## config.mk

```make
export PLATFORM = sky130hd
export DESIGN_NAME = muller_c_driver
export DESIGN_NICKNAME = d
export VERILOG_FILES = /design/src/rtl/muller_c_pkg.sv /design/src/rtl/muller_c_sync2.sv /design/src/rtl/muller_c_driver.sv
export SDC_FILE = /design/constraint.sdc
export NUM_CORES = 1
export LEC_CHECK = 0
export ABC_AREA = 1
export CORE_MARGIN = 1
export CORE_UTILIZATION = 35
export CTS_CLUSTER_SIZE = 30
export DETAILED_ROUTE_END_ITERATION = 7
export PLACE_DENSITY = 0.65
export REMOVE_ABC_BUFFERS = 1
export SLEW_MARGIN = 20
export SYNTH_ARGS = -nofsm -noshare
export SYNTH_HDL_FRONTEND = slang
export SYNTH_SLANG_ARGS = --single-unit
```

## constraint.sdc

```tcl
create_clock -name wb_clk_i -period 1.8 [get_ports wb_clk_i]
set_clock_uncertainty 0.1 [all_clocks]
set_input_delay 0.36 -clock wb_clk_i [delete_from_list [all_inputs] [get_ports wb_clk_i]]
set_output_delay 0.36 -clock wb_clk_i [all_outputs]
set_load 0.03 [all_outputs]
```

## src/rtl/muller_c_pkg.sv

```systemverilog
// Shared types and constants for the Muller C-element handshake driver.
// FSM state encoding, error codes and default timing parameters.
package muller_c_pkg;

   typedef enum logic [2:0] {
      ST_IDLE      = 3'd0,
      ST_A_UP      = 3'd1,
      ST_B_UP_WAIT = 3'd2,
      ST_A_DN      = 3'd3,
      ST_B_DN_WAIT = 3'd4,
      ST_DONE      = 3'd5,
      ST_ERR       = 3'd6
   } state_e;

   localparam logic [1:0] ERR_NONE      = 2'b00;
   localparam logic [1:0] ERR_PREMATURE = 2'b01;
   localparam logic [1:0] ERR_TIMEOUT   = 2'b10;
   localparam logic [1:0] ERR_GLITCH    = 2'b11;

   localparam int DEF_SKEW_CYC    = 2;
   localparam int DEF_TIMEOUT_CYC = 64;

endpackage

```

## src/rtl/muller_c_sync2.sv

```systemverilog
// Two-flop synchronizer for a single asynchronous bit; 2-cycle latency, no flow control.
// Synchronous active-high reset clears both stages.
module muller_c_sync2 (
   input  logic i_clk,
   input  logic i_rst,
   input  logic i_d,
   output logic o_q
);

   logic r_s1;
   logic r_s2;

   always_ff @(posedge i_clk) begin
      if (i_rst) begin
         r_s1 <= 1'b0;
         r_s2 <= 1'b0;
      end else begin
         r_s1 <= i_d;
         r_s2 <= r_s1;
      end
   end

   assign o_q = r_s2;

endmodule

```

## src/rtl/muller_c_driver.sv

```systemverilog
// Drives a C-element through n skewed 4-phase handshakes and checks its output via c_s.
// a_o/b_o are registered from the next state; start_i is only honoured in IDLE or ERR.
module muller_c_driver
   import muller_c_pkg::*;
#(
   parameter int SKEW_CYC    = DEF_SKEW_CYC,
   parameter int TIMEOUT_CYC = DEF_TIMEOUT_CYC
) (
   input  logic       wb_clk_i,
   input  logic       wb_rst_i,
   input  logic       start_i,
   input  logic [7:0] n_hs_i,
   input  logic       c_i,
   output logic       a_o,
   output logic       b_o,
   output logic       busy_o,
   output logic       done_o,
   output logic       err_o,
   output logic [1:0] err_code_o,
   output logic [7:0] hs_count_o
);

   localparam logic [3:0] SKEW_LOAD = 4'(SKEW_CYC - 1);
   localparam logic [7:0] TO_LAST   = 8'(TIMEOUT_CYC - 1);

   logic       w_c_s;
   state_e     r_state;
   state_e     w_nxt;
   logic [3:0] r_skew;
   logic [7:0] r_to;
   logic [7:0] r_n_hs;
   logic [7:0] r_hs;
   logic [7:0] w_hs_plus;
   logic       r_a, r_b, r_busy, r_done, r_err;
   logic [1:0] r_err_code;
   logic       w_accept, w_set_err, w_hs_inc;
   logic [1:0] w_code;

   muller_c_sync2 u_sync (
      .i_clk (wb_clk_i),
      .i_rst (wb_rst_i),
      .i_d   (c_i),
      .o_q   (w_c_s)
   );

   assign w_hs_plus = r_hs + 8'd1;

   always_comb begin
      w_nxt     = r_state;
      w_accept  = 1'b0;
      w_set_err = 1'b0;
      w_code    = ERR_NONE;
      w_hs_inc  = 1'b0;
      case (r_state)
         ST_IDLE, ST_ERR: begin
            if (start_i) begin
               w_accept = 1'b1;
               w_nxt    = (n_hs_i == 8'd0) ? ST_DONE : ST_A_UP;
            end
         end
         ST_A_UP: begin
            if (w_c_s) begin
               w_nxt     = ST_ERR;
               w_set_err = 1'b1;
               w_code    = ERR_PREMATURE;
            end else if (r_skew == 4'd0) begin
               w_nxt = ST_B_UP_WAIT;
            end
         end
         ST_B_UP_WAIT: begin
            if (w_c_s) begin
               w_nxt = ST_A_DN;
            end else if (r_to == TO_LAST) begin
               w_nxt     = ST_ERR;
               w_set_err = 1'b1;
               w_code    = ERR_TIMEOUT;
            end
         end
         ST_A_DN: begin
            if (!w_c_s) begin
               w_nxt     = ST_ERR;
               w_set_err = 1'b1;
               w_code    = ERR_GLITCH;
            end else if (r_skew == 4'd0) begin
               w_nxt = ST_B_DN_WAIT;
            end
         end
         ST_B_DN_WAIT: begin
            if (!w_c_s) begin
               w_hs_inc = 1'b1;
               w_nxt    = (w_hs_plus == r_n_hs) ? ST_DONE : ST_A_UP;
            end else if (r_to == TO_LAST) begin
               w_nxt     = ST_ERR;
               w_set_err = 1'b1;
               w_code    = ERR_TIMEOUT;
            end
         end
         ST_DONE: w_nxt = ST_IDLE;
         default: w_nxt = ST_IDLE;
      endcase
   end

   // Outputs decode the next state so they line up with r_state and stay glitch-free.
   always_ff @(posedge wb_clk_i) begin
      if (wb_rst_i) begin
         r_state    <= ST_IDLE;
         r_skew     <= 4'd0;
         r_to       <= 8'd0;
         r_n_hs     <= 8'd0;
         r_hs       <= 8'd0;
         r_a        <= 1'b0;
         r_b        <= 1'b0;
         r_busy     <= 1'b0;
         r_done     <= 1'b0;
         r_err      <= 1'b0;
         r_err_code <= ERR_NONE;
      end else begin
         r_state <= w_nxt;
         r_a     <= (w_nxt == ST_A_UP) || (w_nxt == ST_B_UP_WAIT);
         r_b     <= (w_nxt == ST_B_UP_WAIT) || (w_nxt == ST_A_DN);
         r_busy  <= (w_nxt == ST_A_UP) || (w_nxt == ST_B_UP_WAIT) ||
                    (w_nxt == ST_A_DN) || (w_nxt == ST_B_DN_WAIT);
         r_done  <= (w_nxt == ST_DONE);

         if (w_nxt != r_state) begin
            r_skew <= SKEW_LOAD;
            r_to   <= 8'd0;
         end else begin
            if (r_skew != 4'd0) r_skew <= r_skew - 4'd1;
            if (r_to != TO_LAST) r_to <= r_to + 8'd1;
         end

         if (w_accept) begin
            r_n_hs     <= n_hs_i;
            r_hs       <= 8'd0;
            r_err      <= 1'b0;
            r_err_code <= ERR_NONE;
         end else if (w_hs_inc) begin
            r_hs <= w_hs_plus;
         end

         if (w_set_err) begin
            r_err      <= 1'b1;
            r_err_code <= w_code;
         end
      end
   end

   assign a_o        = r_a;
   assign b_o        = r_b;
   assign busy_o     = r_busy;
   assign done_o     = r_done;
   assign err_o      = r_err;
   assign err_code_o = r_err_code;
   assign hs_count_o = r_hs;

endmodule

```

Yosys cells after proc, flatten, opt, wreduce, memory -nomap -nowiden
Cells that the tools add are included.
- input bits: 12
- flip-flop bits (word level): 40
- output and inout bits: 15
- add/sub/neg operators: 3
- reductions and logical operators: 13
- equality and inequality tests: 14
- muxes and demuxes: 32
- operators by type and width (operator ; count):
    two-way mux 3 bit ; 10
    adder 8 x 1 -> 8 bit, second input constant ; 2
    case mux 3 bit (5 select lines) ; 1
    two-way mux 1 bit ; 13
    equality test 3 x 2 -> 1 bit, second input constant ; 4
    equality test 3 bit, second input constant ; 4
    two-way mux 2 bit ; 6
    equality test 8 x 6 -> 1 bit, second input constant ; 1
    equality test 8 bit ; 1
    logical NOT 8 bit ; 1
    inequality test 8 x 6 -> 1 bit, second input constant ; 1
    case mux 2 bit (4 select lines) ; 1
    equality test 3 x 1 -> 1 bit, second input constant ; 2
    OR reduction 2 bit ; 3
    logical NOT 4 bit ; 1
    logical OR 1 bit ; 4
    case mux 1 bit (4 select lines) ; 1
    nonzero test 2 bit ; 2
    nonzero test 4 bit ; 1
    subtractor 4 x 1 -> 4 bit, second input constant ; 1
    logical NOT 3 bit ; 1
    inequality test 3 bit ; 1

Logic depth before layout (Yosys ltp)
- word-level depth: 9
- mapped depth: 15
- gate-level depth less buffers: 15

Modules after synthesis
From an unflattened synthesis, not the netlist that was laid out.
- cells, all modules: 301
- area, all modules: 2108.3 sq um
- modules (own cells, without submodules) (module ; cells an instance ; area an instance (sq um) ; times used):
    muller_c_driver ; 295 ; 2053.2 ; 1
    muller_c_sync2 ; 6 ; 55.1 ; 1

Least setup slack after synthesis
No wires, ideal clock.
- kind: register to register
- start: reg r_hs[0] (netlist: hs_count_o[0])
- end: reg r_skew[1]
- cell stages (with the launch flop): 13
- path buffers: 1
- slack: -0.355 ns
- arrival: 1.937 ns
- clock period less this slack: 2.155 ns
- cell sequence: dfxtp_1 -> ha_1 -> nand3_2 -> nor2_2 -> xnor2_1 -> nand2_1 -> nand2_1 -> nand3_2 -> nand2_2 -> nand2_2 -> nand3_2 -> buf_6 -> nor2_2
- cells in the longest elaborated chain, start to end: 7
- ends and longest elaborated chain (item ; RTL line ; text):
    start, declared ; muller_c_driver.sv:32 ; logic [7:0] r_hs;
    start signal, assigned ; muller_c_driver.sv:139 ; r_hs <= w_hs_plus;
    adder 8 x 1 -> 8 bit ; muller_c_driver.sv:46 ; assign w_hs_plus = r_hs + 8'd1;
    equality test 8 bit ; muller_c_driver.sv:91 ; w_nxt = (w_hs_plus == r_n_hs) ? ST_DONE : ST_A_UP;
    two-way mux 3 bit ; muller_c_driver.sv:91 ;
    two-way mux 3 bit ; muller_c_driver.sv:89 ; if (!w_c_s) begin
    case mux 3 bit (5 select lines) ; muller_c_driver.sv:54 ; case (r_state)
    inequality test 3 bit ; muller_c_driver.sv:125 ; if (w_nxt != r_state) begin
    OR reduction 2 bit (no line) ; - ;
    end signal, assigned ; muller_c_driver.sv:129 ; if (r_skew != 4'd0) r_skew <= r_skew - 4'd1;
    end, declared ; muller_c_driver.sv:29 ; logic [3:0] r_skew;
Every way passes these cells.
A chain may end at the register's enable or synchronous reset.

Worst setup path after layout
- start: reg r_hs[0] (netlist: hs_count_o[0])
- end: reg r_to[7]
- cells in the longest elaborated chain, start to end: 7
- ends and longest elaborated chain (item ; RTL line ; text):
    adder 8 x 1 -> 8 bit ; muller_c_driver.sv:46 ;
    equality test 8 bit ; muller_c_driver.sv:91 ;
    two-way mux 3 bit ; muller_c_driver.sv:91 ;
    two-way mux 3 bit ; muller_c_driver.sv:89 ;
    case mux 3 bit (5 select lines) ; muller_c_driver.sv:54 ;
    inequality test 3 bit ; muller_c_driver.sv:125 ;
    OR reduction 2 bit (no line) ; - ;
    end signal, assigned ; muller_c_driver.sv:130 ; if (r_to != TO_LAST) r_to <= r_to + 8'd1;
    end, declared ; muller_c_driver.sv:30 ; logic [7:0] r_to;
Every way passes these cells.

==> results.cfg <==
[detailed_routing]
drc_errors = 0
postRouteWirelength_um = 5216
drt_iter0_markers = 51
drt-vias-per-instance = 4.751
route.antenna.remaining_nets = 0
detailroute.via_count = 2157
routedWlPerCell_um = 11.49
drt_first_pass_iters = 4

[timing]
unrepaired_setup_endpoints_after_global_routing = true
timing.final.hold_violations = 0
timing.max_slew.rel_slack = 0.7525
setup_slack_ns = -0.03915
hold_ws_ns = 0.3055
layout_worst_path_cycle_share = 1.022
final_max_slew_viol_count = 0
setup_viol_count_final = 11
fmaxAchievable_ghz = 0.5437
layout_min_cycle_time_ns = 1.839
worst-slew-pin-transition_ns = 0.3685

[power]
power_per_cell_area_nw_per_um2 = 1195
leakagePower_uw = 0.001379
fin_total_pwr_uw = 3762
power.ir.vdd_worst_uv = 883.3

[critical_path]
critPathKind = flop to flop
cp.required_ns = 1.89
reg2regPathDepth = 13
flop_to_flop_setup_slack_ns = -0.04
setup.worst_path.end_class = flop
crit_path_end = r_to[7]$_SDFFE_PP0N_
rr_startpoint = hs_count_o[0]$_SDFFE_PP0P_
cp-startpoint = hs_count_o[0]$_SDFFE_PP0P_
timing.rr.end = r_to[7]$_SDFFE_PP0N_
worst-endpoint-arrival_ns = 1.93
worstPathMaxFanout = 6
timing.critical_path.from_type = flop

[clocking]
clk-insertion-delay-late_ns = 0.30
tritoncts.num_buffers = 5
clock_sink_count = 40
root_buffer = sky130_fd_sc_hd__clkbuf_8
cts_max_level = 2
clockBufferDepth = 2
cts_tree = done
clk_pin_slew_ns = 0.07

[outcome]
outcome = finished, violations left
failed_checks = setup timing

[global_route]
grt_usage = 0.1688
number_of_antenna_violations_at_the_first_check_in_global_routing = 0
grt_pass1_vias = 1965
grt_first_pass_wirelength_um = 8397
grt_overflow = 0
grt_start_max_net_pins = 17

[floorplan]
die_x_um = 81.07
core_region_area_um2 = 5991
die_h_um = 81.07
start_util = 0.3653
pin_count = 27
die-area_um2 = 6572
placementRows = 28

[yosys]
synth_sequential_area_ratio = 0.3659
adder_and_majority_gate_portion_of_the_synthesized_area = 0.01715
synth_xor_xnor_area_share = 0.05203
synth_cell_type_count = 26
synth-simple-area-share = 0.3888
ys_warn_count = 0
combinational_family_with_the_most_area_after_synthesis = simple AND/OR/NAND/NOR gates
post_synth_instance_area_um2 = 2188
postSynthRegisterBits = 40
postSynthCellCount = 306
synth.mux.area_fraction = 0
synth-compound-area-share = 0.09205
synth_area_per_cell_um2 = 7.151

[placement]
dpl_cell_area_um2 = 2811
globalplace.congestion = 0.8531
portBuffers = 26
dp_hpwl_um = 3683

[layout]
ff_latch_area_um2 = 812.0
most_frequent_cells_in_the_layout = sky130_fd_sc_hd__nand2_1, sky130_fd_sc_hd__buf_4, sky130_fd_sc_hd__dfxtp_1
final_layout_size_suffix_gt1_frac = 0.3456
layout_commonest_cell = sky130_fd_sc_hd__nand2_1
fillerInstances = 584
multiInputGateArea_um2 = 1366
flow.area_growth_from_synthesis_pct = 43.85
finish.net_count = 394
total_non_filler_cell_area_in_the_finished_layout_um2 = 3148
num_antenna_cells = 0

[job]
maxCapViolCount = 0

[hold_path]
min_path_type = flop to flop
-- synth_stat cells, drive strengths merged --
cell type | number | area [um2]
nand3b | 1 | 7.510
clkbuf | 3 | 11.26
o21ai | 22 | 113.9
clkinv | 1 | 3.750
xor2 | 10 | 87.58
nor2 | 50 | 270.3
dfxtp | 40 | 800.8
nor3 | 8 | 50.05
a21oi | 15 | 75.07
nand2 | 70 | 302.8
buf | 2 | 22.52
inv | 39 | 146.4
xnor2 | 3 | 26.28
a31oi | 2 | 12.51
nand4 | 4 | 25.02
nand3 | 33 | 195.2
ha | 3 | 37.54
-- sequential cells by signal, indices dropped and copies added (netlist names) --
name	count
err_code_o	2
b_o	1
r_state	3
done_o	1
r_skew	4
u_sync.r_s1	1
hs_count_o	8
r_to	8
u_sync.o_q	1
busy_o	1
r_n_hs	8
err_o	1
a_o	1
-- power breakdown --
part / internal (uW) / switching (uW)
logic: 914 / 1100
clock network: 264 / 307
registers: 1060 / 112
total: 2240 / 1520
-- cells by family (layout without fill, tap and decap cells) --
family	count (synthesis)	count (layout)
and+or+nand+nor	166	166
buffers and inverters	45	118
DFF	40	40
AOI/OAI and AO/OA	39	39
xor gates and xnor gates	13	13
adders and majority gates	3	3
-- routing by layer --
layer | part of all wire | vias to the layer above | track usage
li1 | - | 1126 | -
met1 | 0.43 | 982 | 0.1867
met2 | 0.53 | 40 | 0.3143
met3 | 0.031 | 9 | 0.03371
met4 | 0.015 | 0 | 0.06429
met5 | 0 | - | 0
-- critical path, stage by stage (launching register included) --
cell and delay (ns):
sky130_fd_sc_hd__dfxtp_2 0.34, sky130_fd_sc_hd__ha_4 0.18, sky130_fd_sc_hd__buf_4 0.13, sky130_fd_sc_hd__nand4_1 0.09, sky130_fd_sc_hd__nand2_1 0.08, sky130_fd_sc_hd__nand2_1 0.06
sky130_fd_sc_hd__nand3_1 0.09, sky130_fd_sc_hd__nor2_2 0.12, sky130_fd_sc_hd__nand3_2 0.11, sky130_fd_sc_hd__nand2_2 0.09, sky130_fd_sc_hd__nand2_2 0.07, sky130_fd_sc_hd__nand3_4 0.10
sky130_fd_sc_hd__buf_12 0.13, sky130_fd_sc_hd__nor2_1 0.04
-- metrics by stage --
stage / cells / TNS, ns / setup WS [ns] / utilization
2_1_floorplan: 301 / -4.782 / -0.3912 / -
3_3_place_gp: 439 / -2.662 / -0.2114 / 0.4693
3_5_place_dp: 439 / -2.577 / -0.2054 / 0.4693
4_1_cts: 452 / -0.5953 / -0.06247 / 0.5052
5_1_grt: 454 / -1.648 / -0.1389 / 0.5255
6_report: 454 / -0.3295 / -0.03915 / 0.5255
-- how the worst min path moves through the flow --
stage,startpoint,to,slack (ns),cells after the start
CTS,u_sync.r_s1$_SDFF_PP0_,u_sync.o_q$_SDFF_PP0_,0.31,2
detailed placement,u_sync.r_s1$_SDFF_PP0_,u_sync.o_q$_SDFF_PP0_,0.30,2
floorplan,u_sync.r_s1$_SDFF_PP0_,u_sync.o_q$_SDFF_PP0_,0.29,2
finish,u_sync.r_s1$_SDFF_PP0_,u_sync.o_q$_SDFF_PP0_,0.31,2
global placement,u_sync.r_s1$_SDFF_PP0_,u_sync.o_q$_SDFF_PP0_,0.29,2
global route,u_sync.r_s1$_SDFF_PP0_,u_sync.o_q$_SDFF_PP0_,0.37,2
-- cell type report --
class                   instances  area share
inverters                      40     0.04769
clock inverters                 1    0.001590
flip-flops and latches         40      0.2579
repair buffers                 71      0.2059
multi-input cells             221      0.4340
well taps                      75     0.02981
clock buffers                   6     0.02305
-- repair_timing --
action	in CTS	in global routing
cloned	1	0
resized for setup	32	26
hold buffers	0	0
pin swaps	6	10
endpoints found under the setup margin	23	23
buffers inserted	6	2
endpoints found under the hold margin	0	0
No activity file was read; power rests on OpenSTA's default activity.
